<file path="src/rtl/intr_vector_ctrl.sv">
// intr_vector_ctrl: vectored interrupt controller in front of the MC1201.02 CPU.
// Collects level requests, arbitrates, raises virq and answers the istb -> ivec/iack
// vector fetch. On completion it pulses irq_ack_o for the serviced channel.
// Optional feature: define INTR_RR_EN for rotating priority (default: fixed, ch0 highest).
module intr_vector_ctrl #(
  parameter int          NREQ      = 8,
  parameter logic [15:0] STRAY_VEC = 16'o0
) (
  input  logic                 wb_clk_i,
  input  logic                 wb_rst_n,
  input  logic [NREQ-1:0]      irq_i,
  input  logic [16*NREQ-1:0]   vec_i,
  output logic [NREQ-1:0]      irq_ack_o,
  output logic                 virq_o,
  input  logic                 istb_i,
  output logic [15:0]          ivec_o,
  output logic                 iack_o
);

  localparam int IDXW = (NREQ > 1) ? $clog2(NREQ) : 1;

  typedef enum logic [1:0] {
    IDLE = 2'd0,
    PEND = 2'd1,
    ACK  = 2'd2,
    DONE = 2'd3
  } state_t;

  state_t            state_q, state_d;
  logic              virq_q, virq_d;
  logic              iack_q, iack_d;
  logic [15:0]       ivec_q, ivec_d;
  logic [NREQ-1:0]   irq_ack_q, irq_ack_d;
  logic [IDXW-1:0]   idx_q, idx_d;
  logic              stray_q, stray_d;
`ifdef INTR_RR_EN
  logic [IDXW-1:0]   ptr_q, ptr_d;
`endif

  logic [15:0]       vec_arr [NREQ];
  logic [IDXW-1:0]   win_idx;
  logic              any_req;

  // Unpack the flat vector bus into one 16-bit word per channel
  generate
    for (genvar gi = 0; gi < NREQ; gi++) begin : g_vec
      assign vec_arr[gi] = vec_i[16*gi +: 16];
    end
  endgenerate

  // Arbitration: pick the first requesting channel, scanning from the search start
  always_comb begin
    int ch;
    ch      = 0;
    win_idx = '0;
    any_req = |irq_i;
`ifdef INTR_RR_EN
    // Scan downwards so the channel nearest the pointer is assigned last and wins
    for (int i = NREQ - 1; i >= 0; i--) begin
      ch = (int'(ptr_q) + i) % NREQ;
      if (irq_i[ch]) win_idx = IDXW'(ch);
    end
`else
    for (int i = NREQ - 1; i >= 0; i--) begin
      ch = i;
      if (irq_i[ch]) win_idx = IDXW'(ch);
    end
`endif
  end

  // Next-state and registered-output logic for the handshake FSM
  always_comb begin
    state_d   = state_q;
    virq_d    = virq_q;
    iack_d    = iack_q;
    ivec_d    = ivec_q;
    irq_ack_d = '0;
    idx_d     = idx_q;
    stray_d   = stray_q;
`ifdef INTR_RR_EN
    ptr_d     = ptr_q;
`endif
    case (state_q)
      IDLE: begin
        // istb here is ignored; the CPU waits for virq
        virq_d = 1'b0;
        iack_d = 1'b0;
        ivec_d = '0;
        if (any_req) begin
          state_d = PEND;
          virq_d  = 1'b1;
        end
      end
      PEND: begin
        virq_d = 1'b1;
        // A higher-priority request may still take over until istb is seen
        idx_d  = win_idx;
        if (istb_i) begin
          state_d = ACK;
          iack_d  = 1'b1;
          stray_d = ~any_req;
          ivec_d  = any_req ? vec_arr[win_idx] : STRAY_VEC;
        end else if (!any_req) begin
          state_d = IDLE;
          virq_d  = 1'b0;
        end
      end
      ACK: begin
        // Request withdrawal is ignored once the vector has been committed
        if (istb_i) begin
          virq_d = 1'b1;
          iack_d = 1'b1;
        end else begin
          state_d = DONE;
          virq_d  = 1'b0;
          iack_d  = 1'b0;
          ivec_d  = '0;
          if (!stray_q) begin
            irq_ack_d[idx_q] = 1'b1;
`ifdef INTR_RR_EN
            ptr_d = (idx_q == IDXW'(NREQ - 1)) ? '0 : idx_q + 1'b1;
`endif
          end
        end
      end
      DONE: begin
        // Dead cycle so the device can drop its request before re-arbitration
        state_d = IDLE;
        virq_d  = 1'b0;
        iack_d  = 1'b0;
        ivec_d  = '0;
      end
      default: begin
        state_d = IDLE;
        virq_d  = 1'b0;
        iack_d  = 1'b0;
        ivec_d  = '0;
      end
    endcase
  end

  // State and output registers; reset aborts any handshake without an acknowledge
  always_ff @(posedge wb_clk_i or negedge wb_rst_n) begin
    if (!wb_rst_n) begin
      state_q   <= IDLE;
      virq_q    <= 1'b0;
      iack_q    <= 1'b0;
      ivec_q    <= '0;
      irq_ack_q <= '0;
      idx_q     <= '0;
      stray_q   <= 1'b0;
`ifdef INTR_RR_EN
      ptr_q     <= '0;
`endif
    end else begin
      state_q   <= state_d;
      virq_q    <= virq_d;
      iack_q    <= iack_d;
      ivec_q    <= ivec_d;
      irq_ack_q <= irq_ack_d;
      idx_q     <= idx_d;
      stray_q   <= stray_d;
`ifdef INTR_RR_EN
      ptr_q     <= ptr_d;
`endif
    end
  end

  assign virq_o    = virq_q;
  assign iack_o    = iack_q;
  assign ivec_o    = ivec_q;
  assign irq_ack_o = irq_ack_q;

endmodule

</file>
<file path="config.mk">
export PLATFORM = sky130hd
export DESIGN_NAME = intr_vector_ctrl
export DESIGN_NICKNAME = d
export VERILOG_FILES = /design/src/rtl/intr_vector_ctrl.sv
export SDC_FILE = /design/constraint.sdc
export NUM_CORES = 1
export LEC_CHECK = 0
export CORE_MARGIN = 4
export CORE_UTILIZATION = 35
export DETAILED_ROUTE_END_ITERATION = 6
export PLACE_DENSITY = 0.9
export SLEW_MARGIN = 5
export SYNTH_ARGS = -nofsm -noshare
export SYNTH_HDL_FRONTEND = slang
export SYNTH_SLANG_ARGS = --single-unit
</file>
<file path="constraint.sdc">
create_clock -name wb_clk_i -period 1.8 [get_ports wb_clk_i]
set_input_delay 0.54 -clock wb_clk_i [delete_from_list [all_inputs] [get_ports wb_clk_i]]
set_output_delay 0.54 -clock wb_clk_i [all_outputs]
set_load 0.05 [all_outputs]
</file>
Yosys cells after proc, flatten, opt, wreduce, memory -nomap -nowiden
Cells that the tools add are included.
{"block": "word_totals", "register_bits": 32, "in_bits": 139, "out_inout_bits": 26, "word_cells": 57}
{"block": "classes", "order_cmp": 3, "eq_ne": 7, "n_mux": 31, "bitwise": 2, "reduce_logical": 7}
{"cell": "two-way mux 16 bit", "count": 5}
{"cell": "binary-select mux 16 bit (select 3 bit)", "count": 1}
{"cell": "case mux 16 bit (3 select lines)", "count": 1}
{"cell": "two-way mux 3 bit", "count": 8}
{"cell": "two-way mux 8 bit", "count": 3}
{"cell": "two-way mux 2 bit", "count": 4}
{"cell": "case mux 2 bit (4 select lines)", "count": 1}
{"cell": "OR reduction 8 bit", "count": 1}
{"cell": "inequality test 2 bit, second input constant", "count": 3}
{"cell": "two-way mux 1 bit", "count": 5}
{"cell": "equality test 2 bit, second input constant", "count": 2}
{"cell": ">= comparator 4 bit, second input constant", "count": 1}
{"cell": "< comparator 3 x 4 -> 1 bit, second input constant", "count": 1}
{"cell": "inverter 3 -> 4 bit", "count": 1}
{"cell": "case mux 1 bit (4 select lines)", "count": 1}
{"cell": "AND reduction 2 bit", "count": 2}
{"cell": "demux 1 bit (select 3 bit)", "count": 1}
{"cell": ">= comparator 3 x 1 -> 1 bit, second input constant", "count": 1}
{"cell": "inequality test 3 bit, second input constant", "count": 1}
{"cell": "case mux 1 bit (3 select lines)", "count": 1}
{"cell": "AND reduction 3 bit", "count": 1}
{"cell": "equality test 2 x 1 -> 1 bit, second input constant", "count": 1}
{"cell": "zero test 2 bit", "count": 1}
{"cell": "OR reduction 2 bit", "count": 1}
{"cell": "other kinds (2)", "count": 2}

Longest topological paths before layout
Gate-level depths: netlist (run 1).
{"block": "depth", "depth_word": 15, "depth_mapped": 9, "mapped_depth_nobuf": 6}

Worst setup path before layout (run 1)
No wires, ideal clock.
{"block": "synth_path", "path_kind": "input -> register", "from": "input irq_i[7]", "to": "register ivec_q[10], in the netlist ivec_o[10]", "setup_ps": 122, "arrival_time_ps": 1676, "slack_ps": 3, "stages": 8, "path_cell_list": "nor2b_1 -> o21ai_2 -> a21oi_2 -> buf_6 -> buf_8 -> mux2i_1 -> a22oi_1 -> a32o_1"}
{"block": "synth_between", "elab_chain_len": 15}
{"item": "start: declaration", "line_no": "11", "rtl": "input logic [NREQ-1:0] irq_i,"}
{"item": "two-way mux 3 bit (8 in series)", "line_no": "66", "rtl": "if (irq_i[ch]) win_idx = IDXW'(ch);"}
{"item": "inverter 3 -> 4 bit (not written as such)", "line_no": "102", "rtl": "ivec_d = any_req ? vec_arr[win_idx] : STRAY_VEC;"}
{"item": "binary-select mux 16 bit (select 3 bit)", "line_no": "102"}
{"item": "two-way mux 16 bit (not written as such) (2 in series)", "line_no": "102"}
{"item": "two-way mux 16 bit (*)", "line_no": "102"}
{"item": "two-way mux 16 bit (*)", "line_no": "98", "rtl": "if (istb_i) begin"}
{"item": "case mux 16 bit (3 select lines) (*)", "line_no": "83", "rtl": "case (state_q)"}
{"item": "end signal: assignment", "line_no": "159", "rtl": "ivec_q <= ivec_d;"}
{"item": "end: declaration", "line_no": "32", "rtl": "logic [15:0] ivec_q, ivec_d;"}
Mark *: on every way between the ends. The rest lies on a longest branch, timed or not. The select of a mux whose other input is x is not followed.
A chain may end at the register's enable or synchronous reset.

Final worst setup path (run 1)
{"block": "layout_path", "from": "input irq_i[0]", "to": "register ivec_q[15], in the netlist ivec_o[15]"}
{"block": "layout_between", "elab_chain_len": 8}
{"item": "two-way mux 3 bit", "line_no": "66"}
{"item": "inverter 3 -> 4 bit (not written as such)", "line_no": "102"}
{"item": "binary-select mux 16 bit (select 3 bit)", "line_no": "102"}
{"item": "two-way mux 16 bit (not written as such) (2 in series)", "line_no": "102"}
{"item": "two-way mux 16 bit (*)", "line_no": "102"}
{"item": "two-way mux 16 bit (*)", "line_no": "98"}
{"item": "case mux 16 bit (3 select lines) (*)", "line_no": "83"}
Marks and branches as above.

==> results.json, run 1 <==
{
  "outcome": "completed",
  "required_ns": 2.02,
  "clockBufferDepth": 2,
  "crit_path_end_kind": "flip-flop",
  "finalHoldWorstSlack_ns": 0.285,
  "ios": 165,
  "clock_skew_ns": 0.00716,
  "drive_gt1_frac": 0.218,
  "grt_pass1_wl_mm": 14.4,
  "relSlewSlack": 0.706,
  "via_per_inst": 5.49,
  "cts_tree": "done",
  "synth_fp_nets": 410,
  "diodes": 0,
  "finalWirelength_mm": 10.1,
  "overflow": 0,
  "root_buffer": "clkbuf_8",
  "drt_iter0_markers": 112,
  "ff2ff_path_depth": 5,
  "hold_path_class": "input port to async pin",
  "numCtsBuffers": 5,
  "drv_slew": 0,
  "start_util": 0.361,
  "die_area_um2": 7940,
  "n_fill_cell": 491,
  "ys_types": 33,
  "reg2reg_to": "ivec_o[15]$_DFFE_PN0P_",
  "fin_nets": 602,
  "p_per_area_nw_per_um2": 848,
  "portBuffers": 164,
  "grt_antenna_before_repair": 0,
  "vdd_drop_max_mv": 0.590,
  "setup_viol": 0,
  "path_max_fanout": 5,
  "tightestPinTransition_ns": 0.431,
  "p_leak_nw": 1.96,
  "maxCapViolations": 0,
  "grt_max_degree": 33,
  "post-dp-hpwl_mm": 7.43,
  "clock_sinks": 32,
  "clk-insertion-delay-late_ns": 0.28,
  "stdcell_area_um2": 4530,
  "route.vias.total": 2970,
  "fp-row-count": 29,
  "dr.pass1.iters": 4,
  "layout_min_cycle_time_ns": 1.79,
  "grt_pass1_vias": 3058,
  "finalCritPeriodShare": 0.996,
  "h-tree-depth": 2,
  "synth-seq-cells": 32,
  "drc": 0,
  "final_antenna_net_count": 0,
  "die_h_um": 89.1,
  "reg2reg_slack_ns": 0.29,
  "final-hold-violation-count": 0,
  "ys_seq_area_frac": 0.348,
  "worstPathArrival_ns": 2.01,
  "multi_input_area_um2": 1440,
  "seqCellArea_um2": 801,
  "layout-area-overhead-vs-synth_pct": 96.6,
  "syn_area_per_cell_um2": 8.50,
  "routabilityCongestion": 0.826,
  "holdBufCountCts": 0,
  "syn_area_um2": 2300,
  "wire_per_inst_um": 18.6,
  "path_class": "input port to flip-flop",
  "clk_pin_slew_worst_paths_ns": 0.07,
  "fp.coreArea_um2": 6390,
  "synthCells": 271,
  "die_width_um": 89.1,
  "post_dp_cell_area_um2": 4200,
  "utilization": 0.709,
  "start_kind": "input port",
  "grtUsageTotal": 0.237,
  "synth_warnings": 0,
  "fmax_ghz": 0.558
}
-- critical path, stage by stage --
cell	delay, ns
clkdlybuf4s15_2	0.21
buf_6	0.13
a21oi_4	0.24
buf_6	0.18
buf_12	0.10
buf_16	0.10
nand2_1	0.06
a31oi_1	0.24
a32o_2	0.22
-- flip-flops by register name, indices dropped and copies added (netlist names), named ones only --
register and cells:
ivec_o 16, irq_ack_o 8, idx_q 3, iack_o 1, state_q 1, stray_q 1, virq_o 1
-- worst max-delay path by stage --
| stage | start | endpoint | slack (ns) | cells past startpoint |
|---|---|---|---|---|
| finish | irq_i[0] | ivec_o[15]$_DFFE_PN0P_ | 0.007 | 9 |
| global route | irq_i[3] | ivec_o[15]$_DFFE_PN0P_ | -0.03 | 8 |
| CTS | irq_i[3] | ivec_o[15]$_DFFE_PN0P_ | -0.01 | 8 |
| detailed placement | irq_i[2] | ivec_o[15]$_DFFE_PN0P_ | -0.69 | 8 |
| global placement | irq_i[7] | ivec_o[11]$_DFFE_PN0P_ | -0.63 | 8 |
| floorplan | irq_i[7] | ivec_o[10]$_DFFE_PN0P_ | 0.003 | 8 |
-- through the flow --
stage | TNS (ns) | setup WS [ns] | cells | power, W
2_1_floorplan | 0 | 0.00251 | 271 | 0.00213
3_3_place_gp | -10.71 | -0.626 | 523 | 0.00303
3_5_place_dp | -11.87 | -0.694 | 523 | 0.00308
4_1_cts | -0.0174 | -0.0111 | 540 | 0.00384
5_1_grt | -0.0395 | -0.0288 | 541 | 0.00404
6_report | 0 | 0.00666 | 541 | 0.00384
-- timing repair --
action	CTS	global route
pin swaps	10	18
endpoints found under the setup margin	18	16
resized for setup	48	16
cloned	3	0
setup buffers	6	2
-- cell usage after synthesis, drive strengths merged --
cell type | n | area (um2)
a2111oi | 1 | 8.76
a211o | 1 | 10.0
a21o | 2 | 15.0
a21oi | 3 | 22.5
a22oi | 15 | 113
a31oi | 16 | 100
a32o | 16 | 160
a32oi | 1 | 8.76
buf | 17 | 129
clkbuf | 3 | 11.3
dfrtp | 32 | 801
inv | 1 | 3.75
mux2i | 31 | 310
nand2 | 79 | 297
nand2b | 3 | 18.8
nand3 | 18 | 95.1
nor2 | 7 | 26.3
nor2b | 4 | 25.0
nor3 | 5 | 41.3
nor4 | 4 | 37.5
nor4b | 1 | 8.76
o21ai | 10 | 53.8
or3 | 1 | 6.26
-- cells in the final DEF, fill, tap and decap left out, types with 2 or more instances in the layout --
master           count
a21oi_4              2
a22oi_1             14
a31oi_1             16
a32o_1              15
buf_12              11
buf_16               2
buf_2                2
buf_4               48
buf_6               10
clkbuf_8             5
clkdlybuf4s50_1    129
dfrtp_1             32
mux2i_1             30
nand2_1             78
nand2b_1             3
nand3_1             16
nand3_2              2
nor2_1               6
nor2b_1              3
nor3_1               3
nor4_1               2
o21ai_0              8
-- area by class of cell --
class | count | area share
inverter | 1 | 0.000829
tap | 77 | 0.0213
multi-input combinational | 218 | 0.317
clock inverter | 2 | 0.00774
timing repair buffer | 205 | 0.460
clock buffer | 6 | 0.0160
sequential | 32 | 0.177
-- logic make-up (layout without fill, tap and decap cells) --
kind of cell    Yosys count  after routing  synth area share
compound gates           65             65             0.214
buf+inv                  21            214            0.0625
flops                    32             32             0.348
mux                      31             31             0.135
simple gates            122            122             0.241
-- per-layer routing --
metal,vias up,share of wire,GRT usage
li1,1384,-,-
met1,1405,0.37,0.278
met2,165,0.51,0.415
met3,16,0.10,0.0571
met4,0,0.019,0.0947
met5,-,0,0
-- power breakdown --
group,total [W],switching [W],internal (W)
logic,0.00207,0.00112,0.000955
clock network,0.000684,0.000273,0.000411
registers,0.00108,0.000174,0.000906
total,0.00384,0.00157,0.00227
No activity file was read; power rests on OpenSTA's default activity.
==> run 2: changes to the inputs <==
- GPL_ROUTABILITY_DRIVEN: not set -> 0
- RECOVER_POWER: not set -> 25
- SKIP_LAST_GASP: not set -> 1
==> run 2 against run 1 <==
  * Final area shrank 0.72%
  * Worst hold slack improved by 0.16 ns
  * Routed wire length grew 0.63%
  * Highest routed layer unchanged
  * Sequential share of layout area rose by 0.13 points
  * Clock-buffer cell count did not move
  * Clock power barely moved
  * Critical path depth is 2 lower
  * Final cell count is the same
  * Clock skew barely moved
  * Register-to-register slack about the same
  * Core utilization shrank 0.51 points
  * Largest cell class unchanged
==> results.json, run 2 (synthesis results as in run 1) <==
{
  "portBuffers": 164,
  "relSlewSlack": 0.430,
  "diodes": 0,
  "fp-row-count": 29,
  "final-hold-violation-count": 0,
  "outcome": "completed",
  "grt_max_degree": 33,
  "route.met2.wl_mm": 5.09,
  "clock_sinks": 32,
  "path_max_fanout": 11,
  "start_kind": "input port",
  "final_cells": 541,
  "grt_pass1_wl_mm": 14.4,
  "drv_slew": 0,
  "final_antenna_net_count": 0,
  "dp.cells": 523,
  "finalWirelength_mm": 10.1,
  "dr.pass1.iters": 4,
  "route.vias.total": 2990,
  "drc": 0,
  "p_per_area_nw_per_um2": 852,
  "rsz0062_at_grt": "true",
  "grtUsageTotal": 0.237,
  "root_buffer": "clkbuf_8",
  "via_per_inst": 5.53,
  "post-dp-hpwl_mm": 7.43,
  "wire_per_inst_um": 18.7,
  "fin_nets": 602,
  "layout-area-overhead-vs-synth_pct": 95.2,
  "hold_path_class": "input port to async pin",
  "die_area_um2": 7940,
  "layout_min_cycle_time_ns": 1.80,
  "multi_input_area_um2": 1420,
  "final_common_cell": "clkdlybuf4s50_1",
  "clk-insertion-delay-late_ns": 0.28,
  "overflow": 0,
  "n_fill_cell": 498,
  "h-tree-depth": 2,
  "clk_pin_slew_worst_paths_ns": 0.07,
  "cts_tree": "done",
  "maxCapViolations": 0,
  "largest_register_ffs": 16,
  "post_dp_cell_area_um2": 4200,
  "grt_antenna_before_repair": 0,
  "clock_skew_ns": 0.00763,
  "met1_length_mm": 3.81,
  "path_class": "input port to flip-flop",
  "numCtsBuffers": 5,
  "seqCellArea_um2": 801,
  "drt_iter0_markers": 117,
  "stdcell_area_um2": 4490,
  "fmax_ghz": 0.556,
  "tightestPinTransition_ns": 0.855,
  "mostFrequentLayoutCells": "129 x clkdlybuf4s50_1, 78 x nand2_1, 48 x buf_4",
  "p_leak_nw": 1.95,
  "required_ns": 1.97,
  "worstPathArrival_ns": 1.97,
  "ios": 165,
  "drive_gt1_frac": 0.216,
  "wl_met3_mm": 1.01,
  "vdd_drop_max_mv": 0.589,
  "start_util": 0.361,
  "die_h_um": 89.1,
  "fp.coreArea_um2": 6390,
  "setup_viol": 0,
  "grt_pass1_vias": 3058,
  "die_width_um": 89.1,
  "crit_path_end_kind": "flip-flop",
  "finalCritPeriodShare": 0.999,
  "clockBufferDepth": 2,
  "dr.max_layer_used": "met4"
}
-- run 2: worst paths after layout --
check,from,endpoint,slack [ns],cells past startpoint
setup reg to reg,flip-flop,ivec_o[15]$_DFFE_PN0P_,0.30,5
hold reg to reg,ivec_o[10]$_DFFE_PN0P_,ivec_o[10]$_DFFE_PN0P_,0.50,1
setup / recovery,irq_i[0],ivec_o[12]$_DFFE_PN0P_,0.002,7
max in group asynchronous,wb_rst_n,state_q[0]$_DFFE_PN0P_,0.82,2
hold / removal,wb_rst_n,ivec_o[15]$_DFFE_PN0P_,0.44,2
min in group wb_clk_i,ivec_o[10]$_DFFE_PN0P_,ivec_o[10]$_DFFE_PN0P_,0.50,1
-- run 2: critical path: stages --
cell             delay [ns]
clkdlybuf4s15_2        0.21
buf_6                  0.13
a21oi_4                0.24
buf_12                 0.20
mux2i_2                0.26
a22oi_1                0.13
a32o_1                 0.26
-- run 2: area by class of cell --
cell class                 instances  share of cell area
timing repair buffer             205               0.459
tap                               77              0.0214
multi-input combinational        218               0.317
clock inverter                     2             0.00780
inverter                           1            0.000835
sequential                        32               0.178
clock buffer                       6              0.0162
-- run 2: what timing repair did --
action,4_1_cts,5_1_grt
cloned,3,0
setup endpoints to repair,18,16
hold buffers,0,0
setup buffers,6,2
resized for setup,48,10
pin swaps,10,14
-- run 2: layer usage --
metal / global-route usage / up-vias
li1: - / 1385
met1: 0.278 / 1417
met2: 0.415 / 168
met3: 0.0571 / 20
met4: 0.0947 / 0
met5: 0 / -
-- run 2: through the flow --
| stage | hold slack [ns] | utilization | TNS (ns) | power (W) | setup slack (ns) |
|---|---|---|---|---|---|
| floorplan | 0.244 | - | 0 | 0.00213 | 0.00251 |
| CTS | 0.289 | 0.704 | -0.0174 | 0.00384 | -0.0111 |
| global placement | 0.476 | 0.657 | -10.71 | 0.00303 | -0.626 |
| global route | 0.519 | 0.704 | -0.166 | 0.00402 | -0.0521 |
| finish | 0.441 | 0.704 | 0 | 0.00383 | 0.00178 |
| detailed placement | 0.486 | 0.657 | -11.87 | 0.00308 | -0.694 |
-- run 2: power by group --
part | internal (W) | switching [W] | leakage (nW)
combinational | 0.000948 | 0.00112 | 1.47
sequential | 0.000906 | 0.000173 | 0.426
clock | 0.000411 | 0.000275 | 0.0552
total | 0.00226 | 0.00156 | 1.95
==> patch, RTL diff (settings of run 1) <==
Encoding of `state_t`: now one-hot (4 bits for 4 states).
--- a/src/rtl/intr_vector_ctrl.sv
+++ b/src/rtl/intr_vector_ctrl.sv
@@ -19,11 +19,11 @@
 
   localparam int IDXW = (NREQ > 1) ? $clog2(NREQ) : 1;
 
-  typedef enum logic [1:0] {
-    IDLE = 2'd0,
-    PEND = 2'd1,
-    ACK  = 2'd2,
-    DONE = 2'd3
+  typedef enum logic [3:0] {
+    IDLE = 4'b0001,
+    PEND = 4'b0010,
+    ACK  = 4'b0100,
+    DONE = 4'b1000
   } state_t;
 
   state_t            state_q, state_d;
Behaviour: same outputs for any inputs over 10 cycles, from zero or initial values and one cycle with wb_rst_n low; not proved beyond that.
==> patch against run 1 <==
Clock power grew 6.0%. Sequential cell count increased by 2. Routed wire length increased by 14%. The flow now finishes with violations (setup timing). Area after synthesis up 6.3%. Synthesized cell count rose by 14%. Design area grew 13%. Sequential share of layout area is 1.1 points lower. Total power shrank 7.2%. Largest cell class unchanged. Maximum frequency down 9.6%. Cell count up 15%. Setup slack got worse by 190 ps.
==> patch: results (changes against run 1) <==
Drt
  • Final WL: 11.5 mm (was 10.1 mm)
  • Total number of vias: 3,403 (was 2,970)
  • Initial DRC count: 182 (was 112)
  • Router iterations before antenna repair: 5 (was 4)

Cells and area
  • Max reg flops: 16 (unchanged)
  • Final #Nets: 663 (was 602)
  • ANT cells: 0 (unchanged)
  • Final-layout fill cell count: 459 (was 491)
  • Share of layout cells above drive strength 1: 0.274 (was 0.218)

Setup path
  • Crit path DAT: 2160 ps (was 2010 ps)
  • CP max FO: 4 (was 5)

Pwr
  • Leak pwr: 2.24 nW (was 1.96 nW)
  • Max VDD drop: 0.000431 V (was 0.000590 V)

Outcome
  • Failing checks: setup timing
  • Status: finished, violations left (was completed)

Synthesis
  • Mapped Nets: 447 (was 410)
  • Post-synth top cells: nand2_1, dfrtp_1, nor2_1 (was nand2_1, dfrtp_1, mux2i_1)
  • YS warnings: 0 (unchanged)
  • Main synth FF type: dfrtp_1 (unchanged)
  • Asr flop ratio synth: 1.00 (unchanged)
  • Seq/Total Area, Yosys: 0.348 (about the same)
  • Ranking of synthesized cells by area: dfrtp_1, nand2_1, mux2i_1 (was dfrtp_1, mux2i_1, nand2_1)
  • Cell variety after synth: 45 (was 33)
  • Yosys reg bits: 34 (was 32)

Placed design
  • Dpl hpwl: 7.97 mm (was 7.43 mm)
  • IO buf count: 164 (unchanged)
  • Pre-CTS WS: -864 ps (was -694 ps)
  • Final Wtd Congestion: 0.870 (was 0.826)

Clock network
  • Clk slew on worst S/H paths: 90 ps (was 70 ps)
  • Clock buffer depth: 2 (unchanged)
  • Clock root buffer: clkbuf_8 (unchanged)
  • H-tree lvl count: 2 (unchanged)
  • Clock buffer count from CTS: 5 (unchanged)
  • Clk Latency, worst-skew pair: about 290 ps

Global routing
  • Largest net degree at the start of global routing: 22 (was 33)
  • Vias in the first global route: 3,660 (was 3,058)
  • First-pass GRT wire length: 17.7 mm (was 14.4 mm)
  • Antenna violations before repair: 0 (unchanged)
  • Gr usage total: 0.266 (was 0.237)

Hold path
  • Hold crit path type: in -> async (unchanged)

Timing
  • Clock Skews: 12.5 ps (was 7.16 ps)
  • Worst setup margin: -184 ps (was 6.66 ps)
  • Final Setup Violations: 16 (was 0)
  • Worst Tran Pin Value: 575 ps (was 431 ps)
[patch: cell count changes after synthesis, moves of 4 or more]
cell | run 1 | this run
clkbuf_1 | 3 | 10
a32oi_1 | 1 | 14
nor2_1 | 7 | 20
inv_1 | 0 | 5
buf_2 | 10 | 5
nand2_1 | 79 | 98
o21ai_0 | 8 | 4
mux2i_1 | 31 | 17
a22oi_1 | 15 | 2
[patch: area by class of cell]
class                           count  area [sq um]  share of cell area
Timing Repair Buffer              230          2380               0.465
Multi-Input combinational cell    248          1640               0.319
Sequential cell                    34           852               0.166
Tap cell                           96           120              0.0234
Clock buffer                        5          68.8              0.0134
Clock inverter                      3          45.0             0.00879
Inverter                            5          18.8             0.00366
[patch: stage by stage]
stage                     instance area (sq um)  TNS [ps]  instances  power (mW)
after floorplan                            2500     -2250        308        1.83
after global placement                     4520    -14790        588        2.57
after detailed placement                   4520    -16610        588        2.62
after CTS                                  5020     -2100        620        3.49
after global routing                       5120     -2950        621        3.73
final                                      5120     -2240        621        3.56
[patch: final timing paths]
kind,start,end,slack (ps),depth (start not counted)
max,irq_i[6],ivec_o[7]$_DFFE_PN0P_,-180,10
min,wb_rst_n,iack_o$_DFFE_PN0N_,170,1
max reg2reg,state_q[1]$_DFFE_PN0P_,ivec_o[5]$_DFFE_PN0P_,110,5
min reg2reg,ivec_o[4]$_DFFE_PN0P_,ivec_o[4]$_DFFE_PN0P_,520,1
max in group asynchronous,wb_rst_n,ivec_o[1]$_DFFE_PN0P_,1010,2
min in group wb_clk_i,ivec_o[4]$_DFFE_PN0P_,ivec_o[4]$_DFFE_PN0P_,520,1
[patch: logic make-up (layout without fill, tap and decap cells)]
family,Yosys count,after routing,synth area share
flops,34,34,0.348
buf+inv,28,243,0.0598
simple gates,161,163,0.294
compound gates,66,66,0.219
mux,19,19,0.0787
[patch: what timing repair did]
action / CTS / global route
cloned: 6 / 1
resized for setup: 59 / 23
setup endpoints to repair: 20 / 18
hold buffers: 0 / 0
pin swaps: 19 / 20
setup buffers: 19 / 0
[patch: metal layers]
layer,track usage,vias to the layer above,wire (microns)
li1,-,1555,-
met1,0.294,1592,4190
met2,0.466,202,5800
met3,0.0607,54,881
met4,0.152,0,629
met5,0,-,0
[patch: critical path: stages]
cell and delay, ps:
buf_6 90, nand2b_4 140, a2111oi_4 340, or2_4 230
buf_6 120, buf_12 110, buf_16 110, mux2i_1 180
a32oi_1 70, a32o_1 230
[patch: report_power, final]
part / switching, mW / leakage [nW] / internal (mW)
registers: 0.155 / 0.462 / 0.900
clock network: 0.313 / 0.0504 / 0.412
logic: 0.856 / 1.73 / 0.923
total: 1.32 / 2.24 / 2.24
